$ cat config.mk
export PLATFORM = sky130hd
export DESIGN_NAME = pingpong_frame_buffer
export DESIGN_NICKNAME = d
export VERILOG_FILES = /design/src/rtl/pingpong_frame_buffer.sv
export SDC_FILE = /design/constraint.sdc
export NUM_CORES = 1
export LEC_CHECK = 0
export CAP_MARGIN = 25
export CORE_MARGIN = 2
export CORE_UTILIZATION = 30
export CTS_CLUSTER_DIAMETER = 50
export DETAILED_ROUTE_END_ITERATION = 6
export REMOVE_ABC_BUFFERS = 1
export SYNTH_ARGS = -nofsm -noshare
export SYNTH_HDL_FRONTEND = slang
export SYNTH_SLANG_ARGS = --single-unit
$ cat constraint.sdc
create_clock -name clk -period 3.4 [get_ports clk]
set_input_delay 0.68 -clock clk [delete_from_list [all_inputs] [get_ports clk]]
set_output_delay 0.68 -clock clk [all_outputs]
set_load 0.1 [all_outputs]
$ cat src/rtl/pingpong_frame_buffer.sv
// Double-buffered frame store: the producer fills the back bank while the consumer drains
// the front bank; the banks exchange roles once the back bank is full and the front is free.
module pingpong_frame_buffer #(
    parameter int DATA_W = 8,
    parameter int DEPTH  = 32,
    parameter int ADDR_W = 5
) (
    input  logic              clk,
    input  logic              reset,
    input  logic              flush,
    input  logic              loop,
    input  logic              wr_valid,
    input  logic [DATA_W-1:0] wr_data,
    output logic              wr_ready,
    input  logic              rd_en,
    output logic              rd_ready,
    output logic [DATA_W-1:0] rd_data,
    output logic              rd_valid,
    output logic              rd_last,
    output logic              swap,
    output logic              underrun,
    output logic              front_sel
);

    localparam logic [ADDR_W:0]   FULL_CNT = (ADDR_W + 1)'(DEPTH);
    localparam logic [ADDR_W-1:0] LAST_IDX = ADDR_W'(DEPTH - 1);

    logic [DATA_W-1:0] mem_a [DEPTH];
    logic [DATA_W-1:0] mem_b [DEPTH];

    logic              front_sel_q, front_sel_d;
    logic              front_loaded_q, front_loaded_d;
    logic [ADDR_W:0]   wr_cnt_q, wr_cnt_d;
    logic [ADDR_W:0]   rd_ptr_q, rd_ptr_d;
    logic [DATA_W-1:0] rd_data_q, rd_data_d;
    logic              rd_valid_q, rd_last_q, swap_q, underrun_q;

    logic              back_full, wr_ready_w, rd_ready_w;
    logic              wr_fire, rd_fire, rd_at_last, swap_go;
    logic [ADDR_W-1:0] wr_idx, rd_idx;
    logic [DATA_W-1:0] rd_word;

    assign back_full  = (wr_cnt_q == FULL_CNT);
    assign wr_ready_w = !back_full;
    assign rd_ready_w = front_loaded_q && (rd_ptr_q != FULL_CNT);
    assign wr_idx     = wr_cnt_q[ADDR_W-1:0];
    assign rd_idx     = rd_ptr_q[ADDR_W-1:0];
    assign rd_at_last = (rd_idx == LAST_IDX);

    // flush outranks every data movement in the same cycle
    assign wr_fire = wr_valid && wr_ready_w && !flush;
    assign rd_fire = rd_en && rd_ready_w && !flush;
    assign swap_go = back_full && !flush &&
                     (!front_loaded_q ||
                      (!loop && (rd_ptr_q == FULL_CNT)) ||
                      (loop && rd_fire && rd_at_last));

    // The read always uses the pre-swap front bank, so a swap on a last-index read is seamless
    assign rd_word = front_sel_q ? mem_b[rd_idx] : mem_a[rd_idx];

    always_comb begin
        front_sel_d    = front_sel_q;
        front_loaded_d = front_loaded_q;
        wr_cnt_d       = wr_cnt_q;
        rd_ptr_d       = rd_ptr_q;
        rd_data_d      = rd_data_q;
        if (wr_fire) begin
            wr_cnt_d = wr_cnt_q + (ADDR_W + 1)'(1);
        end
        if (rd_fire) begin
            rd_data_d = rd_word;
            rd_ptr_d  = (loop && rd_at_last) ? '0 : rd_ptr_q + (ADDR_W + 1)'(1);
        end
        if (swap_go) begin
            front_sel_d    = !front_sel_q;
            front_loaded_d = 1'b1;
            wr_cnt_d       = '0;
            rd_ptr_d       = '0;
        end
        if (flush) begin
            front_sel_d    = 1'b0;
            front_loaded_d = 1'b0;
            wr_cnt_d       = '0;
            rd_ptr_d       = '0;
        end
    end

    always_ff @(posedge clk) begin
        if (wr_fire && front_sel_q) begin
            mem_a[wr_idx] <= wr_data;
        end
        if (wr_fire && !front_sel_q) begin
            mem_b[wr_idx] <= wr_data;
        end
    end

    always_ff @(posedge clk) begin
        if (reset) begin
            front_sel_q    <= 1'b0;
            front_loaded_q <= 1'b0;
            wr_cnt_q       <= '0;
            rd_ptr_q       <= '0;
            rd_data_q      <= '0;
            rd_valid_q     <= 1'b0;
            rd_last_q      <= 1'b0;
            swap_q         <= 1'b0;
            underrun_q     <= 1'b0;
        end else begin
            front_sel_q    <= front_sel_d;
            front_loaded_q <= front_loaded_d;
            wr_cnt_q       <= wr_cnt_d;
            rd_ptr_q       <= rd_ptr_d;
            rd_data_q      <= rd_data_d;
            rd_valid_q     <= rd_fire;
            rd_last_q      <= rd_fire && rd_at_last;
            swap_q         <= swap_go;
            underrun_q     <= rd_en && !rd_ready_w;
        end
    end

    assign wr_ready  = wr_ready_w;
    assign rd_ready  = rd_ready_w;
    assign rd_data   = rd_data_q;
    assign rd_valid  = rd_valid_q;
    assign rd_last   = rd_last_q;
    assign swap      = swap_q;
    assign underrun  = underrun_q;
    assign front_sel = front_sel_q;

endmodule

After elaboration in Yosys (flattened, before gate mapping)
Memory sizes are Yosys's and may differ from the RTL's. A register that Yosys moved wholly into a read port is not among the register bits.
Cells that the tools add are included.
{"block": "word_totals", "n_memories": 2, "rom_bits": 0, "latch_bits": 0, "word_cells": 52, "mem_bits_rw": 512, "reg_bits": 26, "in_bits": 14}
{"block": "op_classes", "mul": 0, "n_eq_ne": 4, "div_mod_pow": 0, "n_lt_le_gt_ge": 0, "shift": 0, "n_mux": 10, "reduce_logical": 25, "n_addsub": 2, "n_bitwise": 0}
{"name": "mem_a", "words": 32, "word_bits": 8, "rd": 1, "rd_clocked_by_memory_dff": 1, "wr": 1, "line": "28", "source": "logic [DATA_W-1:0] mem_a [DEPTH];"}
{"name": "mem_b", "words": 32, "word_bits": 8, "rd": 1, "rd_clocked_by_memory_dff": 1, "wr": 1, "line": "29", "source": "logic [DATA_W-1:0] mem_b [DEPTH];"}
{"operator": "$mux W5", "n": 4}
{"operator": "$logic_and A1 B1 Y1", "n": 15}
{"operator": "$add A6 B1 Y6 const B", "n": 2}
{"operator": "$eq A6 B6 Y1 const B", "n": 2}
{"operator": "$mux W8", "n": 1}
{"operator": "$logic_not A1 Y1", "n": 6}
{"operator": "$mux W6", "n": 1}
{"operator": "$ne A6 B6 Y1 const B", "n": 1}
{"operator": "$eq A5 B5 Y1 const B", "n": 1}
{"operator": "$mux W1", "n": 4}
{"operator": "$reduce_or A3 Y1", "n": 1}
{"operator": "$logic_or A1 B1 Y1", "n": 2}
{"operator": "$reduce_or A2 Y1", "n": 1}

Depth between registers and ports, before layout
Gate-level depths: netlist of run 1.
{"block": "depth", "depth_word": 10, "mapped_depth": 9, "depth_no_buf": 8}

Least setup slack after synthesis of run 1
No wires, ideal clock.
{"block": "synth_timing", "path_kind": "reg-to-reg", "from": "register rd_ptr_q[0]", "to": "register (tool-made name)", "setup_ns": 0.129, "stages_incl_launch_ff": 8, "arrival_ns": 3.208, "n_path_buf": 0, "path_slack_ns": 0.062, "path_cell_list": "dfxtp_1 inv_1 ha_1 nor4b_1 a21oi_1 nand3b_1 o21bai_1 nor2_1"}
{"element": "start: declaration", "line": "34", "source": "logic [ADDR_W:0] rd_ptr_q, rd_ptr_d;"}
{"element": "start signal: assignment", "line": "112", "source": "rd_ptr_q <= rd_ptr_d;"}

Worst setup path after layout of run 1
{"block": "layout_timing", "from": "register rd_ptr_q[0]", "to": "output rd_ready"}
{"block": "layout_via", "elab_chain_len": 2}
{"element": "$ne A6 B6 Y1", "line": "45", "source": "assign rd_ready_w = front_loaded_q && (rd_ptr_q != FULL_CNT);"}
{"element": "$logic_and A1 B1 Y1", "line": "45"}
{"element": "end: declaration", "line": "16", "source": "output logic rd_ready,"}
No other way between the ends.

==> results of run 1 <==
## synthesized netlist by cell type, types with 2 or more instances
cell / number
and4b_1: 2
xnor2_1: 4
mux2i_1: 14
nand4_1: 3
a21oi_1: 10
o211ai_1: 6
nor4_1: 4
nand3b_1: 7
o41ai_1: 4
ha_1: 7
buf_4: 5
o22ai_1: 6
buf_2: 20
mux4_2: 140
and4_1: 2
xor2_1: 6
buf_1: 5
nand3_1: 4
edfxtp_1: 512
or3_1: 2
buf_6: 8
nand2b_1: 4
nor2b_1: 10
a2111oi_0: 4
mux2_2: 8
or3b_2: 2
and3_1: 7
and2_0: 2
nor3_1: 10
nand2_1: 18
a211oi_1: 13
clkbuf_1: 14
a22oi_1: 12
inv_1: 8
dfxtp_1: 31
nor2_1: 79
## registers in the layout, indices dropped and copies added (netlist names), named ones only
name and flops:
front_loaded_q 1, front_sel 1, mem_a 256, mem_b 256, rd_data 8, rd_last 1, rd_ptr_q 6, rd_valid 1
swap 1, underrun 1, wr_cnt_q 6
## how the worst min path moves through the flow
| stage | end | slack [ns] |
|---|---|---|
| 2_1_floorplan | flop | 0.47 |
| 3_3_place_gp | rd_data[7] | 0.49 |
| 3_5_place_dp | flop | 0.49 |
| 4_1_cts | mem_b[15][1] | 0.41 |
| 5_1_grt | mem_b[15][1] | 0.42 |
| 6_report | mem_b[15][1] | 0.45 |
## metrics by stage
step | hold WS (ns) | utilization [%]
3_5_place_dp | 0.487 | 33.0
3_3_place_gp | 0.487 | 33.0
6_report | 0.446 | 35.8
5_1_grt | 0.424 | 35.8
4_1_cts | 0.406 | 35.8
2_1_floorplan | 0.471 | -
## power breakdown
part,switching (W),internal [W]
Clock,0.00252,0.00379
Combinational,0.000146,0.0000395
Sequential,0.00000199,0.00731
Total,0.00267,0.0111
## critical path: stages (launching register included)
cell	delay (ns)
dfxtp_1	0.34
inv_1	0.07
ha_1	0.13
nor4b_1	0.71
a21oi_1	0.24
buf_4	0.29
## per-layer routing
layer / vias up / global-route usage, %
met3: 78 / 3.35
met5: - / 0
met4: 10 / 3.16
met1: 5481 / 17.8
met2: 287 / 21.8
li1: 4412 / -
## area by class of cell
type / count / area [sq um] / area share, %
clock buffer: 68 / 1490 / 5.95
clock inverter: 36 / 425 / 1.70
inverter: 8 / 30.0 / 0.120
multi-input combinational: 398 / 4780 / 19.2
sequential: 543 / 16000 / 64.1
tap: 940 / 1180 / 4.71
timing repair buffer: 124 / 1060 / 4.24
## cells by family after synthesis
| kind of cell | count (synthesis) | share of synthesized area, % |
|---|---|---|
| xor+xnor | 10 | 0.415 |
| simple gates | 159 | 3.63 |
| compound gates | 60 | 2.12 |
| buf+inv | 60 | 1.56 |
| flops | 543 | 75.8 |
| fa+ha+maj | 7 | 0.415 |
| mux | 162 | 16.0 |
==> impl_metrics.ini, run 1 <==
[route]
drt-initial-drc-count = 997
via_per_inst = 4.85
drtAntennaViolNets = 0
vias = 10300
wl_met2_um = 23900
wl_per_cell_um = 22.9
dr.pass1.iters = 5
post-route-drc-count = 0
top_layer = met5
wl_met1_um = 20600
wirelength_um = 48600
met3_length_um = 3020

[cells_and_area]
layout_common_cells = 512 x edfxtp_1, 140 x mux4_2, 97 x buf_4, 79 x nor2_1, 55 x clkbuf_16
fin_cells = 2117
fin_nets = 1151
fin_area_sq_mm = 0.0250
drive_gt1_share_pct = 30.7
layout_commonest_cell = edfxtp_1
syn2layout_area_growth_pct = 18.4
diodes = 0
n_fill_cell = 6334

[pwr]
power_density_mw_per_mm2 = 553
ir_worst_vdd_v = 0.000326
p_leak_nw = 7.61
total_power_w = 0.0138

[grt]
antenna_found_initial = 6
grt_overflow = 0
grt_pass1_vias = 10500
grt_use_total_pct = 13.3
grt_max_degree = 65
grt_pass1_wl_um = 71500

[place]
post_dp_cell_area_sq_mm = 0.0231
gp_congestion = 0.799
dpl.cell_count = 2013
place_hpwl_um = 31700
io_buffers = 28
place_ws_ns = 0.277

[logic_synthesis]
synth_top_area_cell = edfxtp_1
synth_edf_count = 512
syn_area_per_cell_sq_um = 21.1
netlist.area_leader.share_pct = 72.9
yosys_warnings = 0
async_reset_ff_share_pct = 0
yosys-top-cells-area = edfxtp_1 73%, mux4_2 15%, dfxtp_1 2.9%
ys_types = 44
ys_ff_latch = 543
ys_seq_area_share_pct = 75.8
netlist_area_sq_mm = 0.0211
netlist_instances = 1001
synthFlopType = edfxtp_1

[clock_tree]
clkTransAtPathRegs_ns = 0.06
htree_levels = 2
cts_hold_buf = 0
ctsResizeCount = 0
cts.path.max_buffers = 3
insertion_delay_ns = 0.61
cts.sinks = 543
cts_buffers = 55
cts_setup_buffers = 0
cts_tree = yes
clock_tree.root_cell = clkbuf_16

[status]
status = completed

[setup_path]
worstSetupEndpoint = rd_ready
required_ns = 2.72
critPathLaunch = rd_ptr_q[0]
reg2reg_to = mem_a[25][3]
reg2regPathDepth = 6
crit_arrival_ns = 2.38
cp_max_fo = 4
r2r_start = wr_cnt_q[2]
end_kind = output port
worstSetupPathType = flop to output port
regToRegSetupSlack_ns = 0.56
setup.worst_path.start_class = flop

[timing]
min_period_ns = 3.06
tns_ns = 0
slew_headroom_pct = 35.4
rsz0062_at_grt = no
clock_skew_ns = 0.0216
min_period_over_period_pct = 90.0
fin_ws_ns = 0.341
worstMarginPinSlew_ns = 0.966
fmax_ghz = 0.327
setup_viol = 0
drv_slew = 0
finalHoldViolations = 0

[floorplanning]
die_h_um = 269
io_pins = 29
row_count = 97
initial_utilization_pct = 30.2
dieArea_sq_mm = 0.0725
die_x_um = 269
core-area_sq_mm = 0.0698

[job]
drv_cap = 0

[worst_hold_path]
min_from = wr_data[1]
hp-class = primary input to flop
holdPathStages = 1
Note: power is estimated with default switching activity, not from simulation.
==> run 2: changes to the inputs <==
- CTS_CLUSTER_SIZE: unset -> 12
- REMOVE_ABC_BUFFERS: 1 -> unset
==> run 2 against run 1 <==
  * Via count about the same
  * Combinational power down 5%
  * Final cell count down 1.1%
  * Fmax down 1.5%
  * Worst hold slack better by 0.059 ns
  * Register-to-register slack better by 0.07 ns
  * Utilization down 0.56 points
  * Critical path depth unchanged
  * Design area down 1.6%
  * Largest power group unchanged
==> impl_metrics.ini, run 2 (synthesized netlist as in run 1, its figures left out) <==
[timing]
drv_slew = 0
clock_skew_ns = 0.0181
finalHoldViolations = 0
rsz0062_at_grt = no
slew_headroom_pct = 35.5
min_period_over_period_pct = 91.4
fmax_ghz = 0.322
min_period_ns = 3.11
tns_ns = 0
worstMarginPinSlew_ns = 0.965
setup_viol = 0

[cells_and_area]
ff_latch_area_sq_mm = 0.0160
layout_commonest_cell = edfxtp_1
diodes = 0
fin_nets = 1147
n_fill_cell = 6412
multiInputGateArea_sq_mm = 0.00478
fin_util_pct = 35.2
drive_gt1_share_pct = 28.9
layout_common_cells = 512 x edfxtp_1, 140 x mux4_2, 103 x buf_4, 79 x nor2_1, 55 x clkbuf_16
syn2layout_area_growth_pct = 16.5

[grt]
grt_use_met1_pct = 18.5
busiest_layer = met2
grt_pass1_wl_um = 73400
grt_overflow = 0
grt_max_degree = 65
grt_use_total_pct = 13.5
antenna_found_initial = 1
grt_use_met2_pct = 22.6
grt_pass1_vias = 10500
global_route.usage.met3_pct = 2.14

[place]
place_hpwl_um = 31700
io_buffers = 28
gp_congestion = 0.812

[floorplanning]
io_pins = 29
dieArea_sq_mm = 0.0725
initial_utilization_pct = 30.2
die_x_um = 269
core-area_sq_mm = 0.0698
row_count = 97
die_h_um = 269

[pwr]
p_leak_nw = 7.40
power_density_mw_per_mm2 = 528
ir_worst_vdd_v = 0.000375

[setup_path]
cp_max_fo = 4
worstSetupEndpoint = rd_ready
critPathLaunch = rd_ptr_q[0]
required_ns = 2.72
end_kind = output port
worstSetupPathType = flop to output port
regToRegSetupSlack_ns = 0.63
setup.worst_path.start_class = flop
crit_arrival_ns = 2.43
reg2regPathDepth = 5
reg2reg_to = rd_data[3]

[route]
via_per_inst = 4.90
drt-initial-drc-count = 951
wl_per_cell_um = 23.7
dr.pass1.iters = 5
drtAntennaViolNets = 0
wirelength_um = 49500
vias = 10300
post-route-drc-count = 0

[clock_tree]
cts_setup_buffers = 0
insertion_delay_ns = 0.60
cts_buffers = 53
cts.path.max_buffers = 3
clkTransAtPathRegs_ns = 0.06
htree_levels = 2
cts_hold_buf = 0
cts.sinks = 543
cts_tree = yes
ctsResizeCount = 0
clock_tree.root_cell = clkbuf_16

[logic_synthesis]
synth_nets = 1022

[worst_hold_path]
hp-class = flop to flop

[status]
status = completed

[job]
drv_cap = 0
-- run 2: changes by cell type in the layout (fill, tap and decap cells not counted), sizes merged --
cell / delta
clkinv: -19
clkbuf: +8
bufinv: -7
buf: -2
clkinvlp: -2
inv: -1
-- run 2: layer usage --
metal	routed length (um)	up-vias	share of wire, %
li1	-	4386	-
met1	21400	5482	43
met2	24500	325	50
met3	2680	65	5.4
met4	896	2	1.8
met5	7	-	0.014
-- run 2: final cells by class --
| type | instances | share of cell area, % |
|---|---|---|
| clock buffer | 76 | 5.96 |
| clock inverter | 7 | 0.387 |
| sequential | 543 | 65.1 |
| timing repair buffer | 122 | 4.14 |
| multi-input combinational | 398 | 19.5 |
| inverter | 8 | 0.122 |
| tap | 940 | 4.79 |
-- run 2: worst min-delay path by stage --
stage,from,to,slack (ns),depth (start not counted)
final,rd_ptr_q[1],flop,0.50,2
after global routing,rd_ptr_q[1],flop,0.54,2
after CTS,rd_ptr_q[1],flop,0.51,2
after detailed placement,rd_ptr_q[1],flop,0.49,2
after global placement,rd_ptr_q[1],flop,0.50,2
after floorplan,rd_ptr_q[1],flop,0.47,2
-- run 2: stage by stage --
step	hold WS (ns)	setup WS, ns	power (W)	std cells	area (sq um)
after detailed placement	0.493	0.343	0.00764	2011	23000
after global placement	0.497	0.413	0.00763	2011	23000
after floorplan	0.471	0.0620	0.00749	1001	21100
after global routing	0.544	0.0605	0.0133	2094	24600
after CTS	0.509	0.256	0.0131	2094	24600
final	0.505	0.294	0.0130	2094	24600
-- run 2: report_power, final --
group          switching [W]  leakage, nW  internal (W)
Clock                0.00236        0.754       0.00311
Sequential        0.00000237         4.86       0.00731
Combinational       0.000145         1.79     0.0000310
Total                0.00251         7.40        0.0105
-- run 2: worst max-delay path, stage by stage (launching register included) --
cell,delay [ns]
dfxtp_1,0.35
inv_1,0.07
ha_1,0.13
nor4b_1,0.75
a21oi_1,0.25
buf_4,0.30
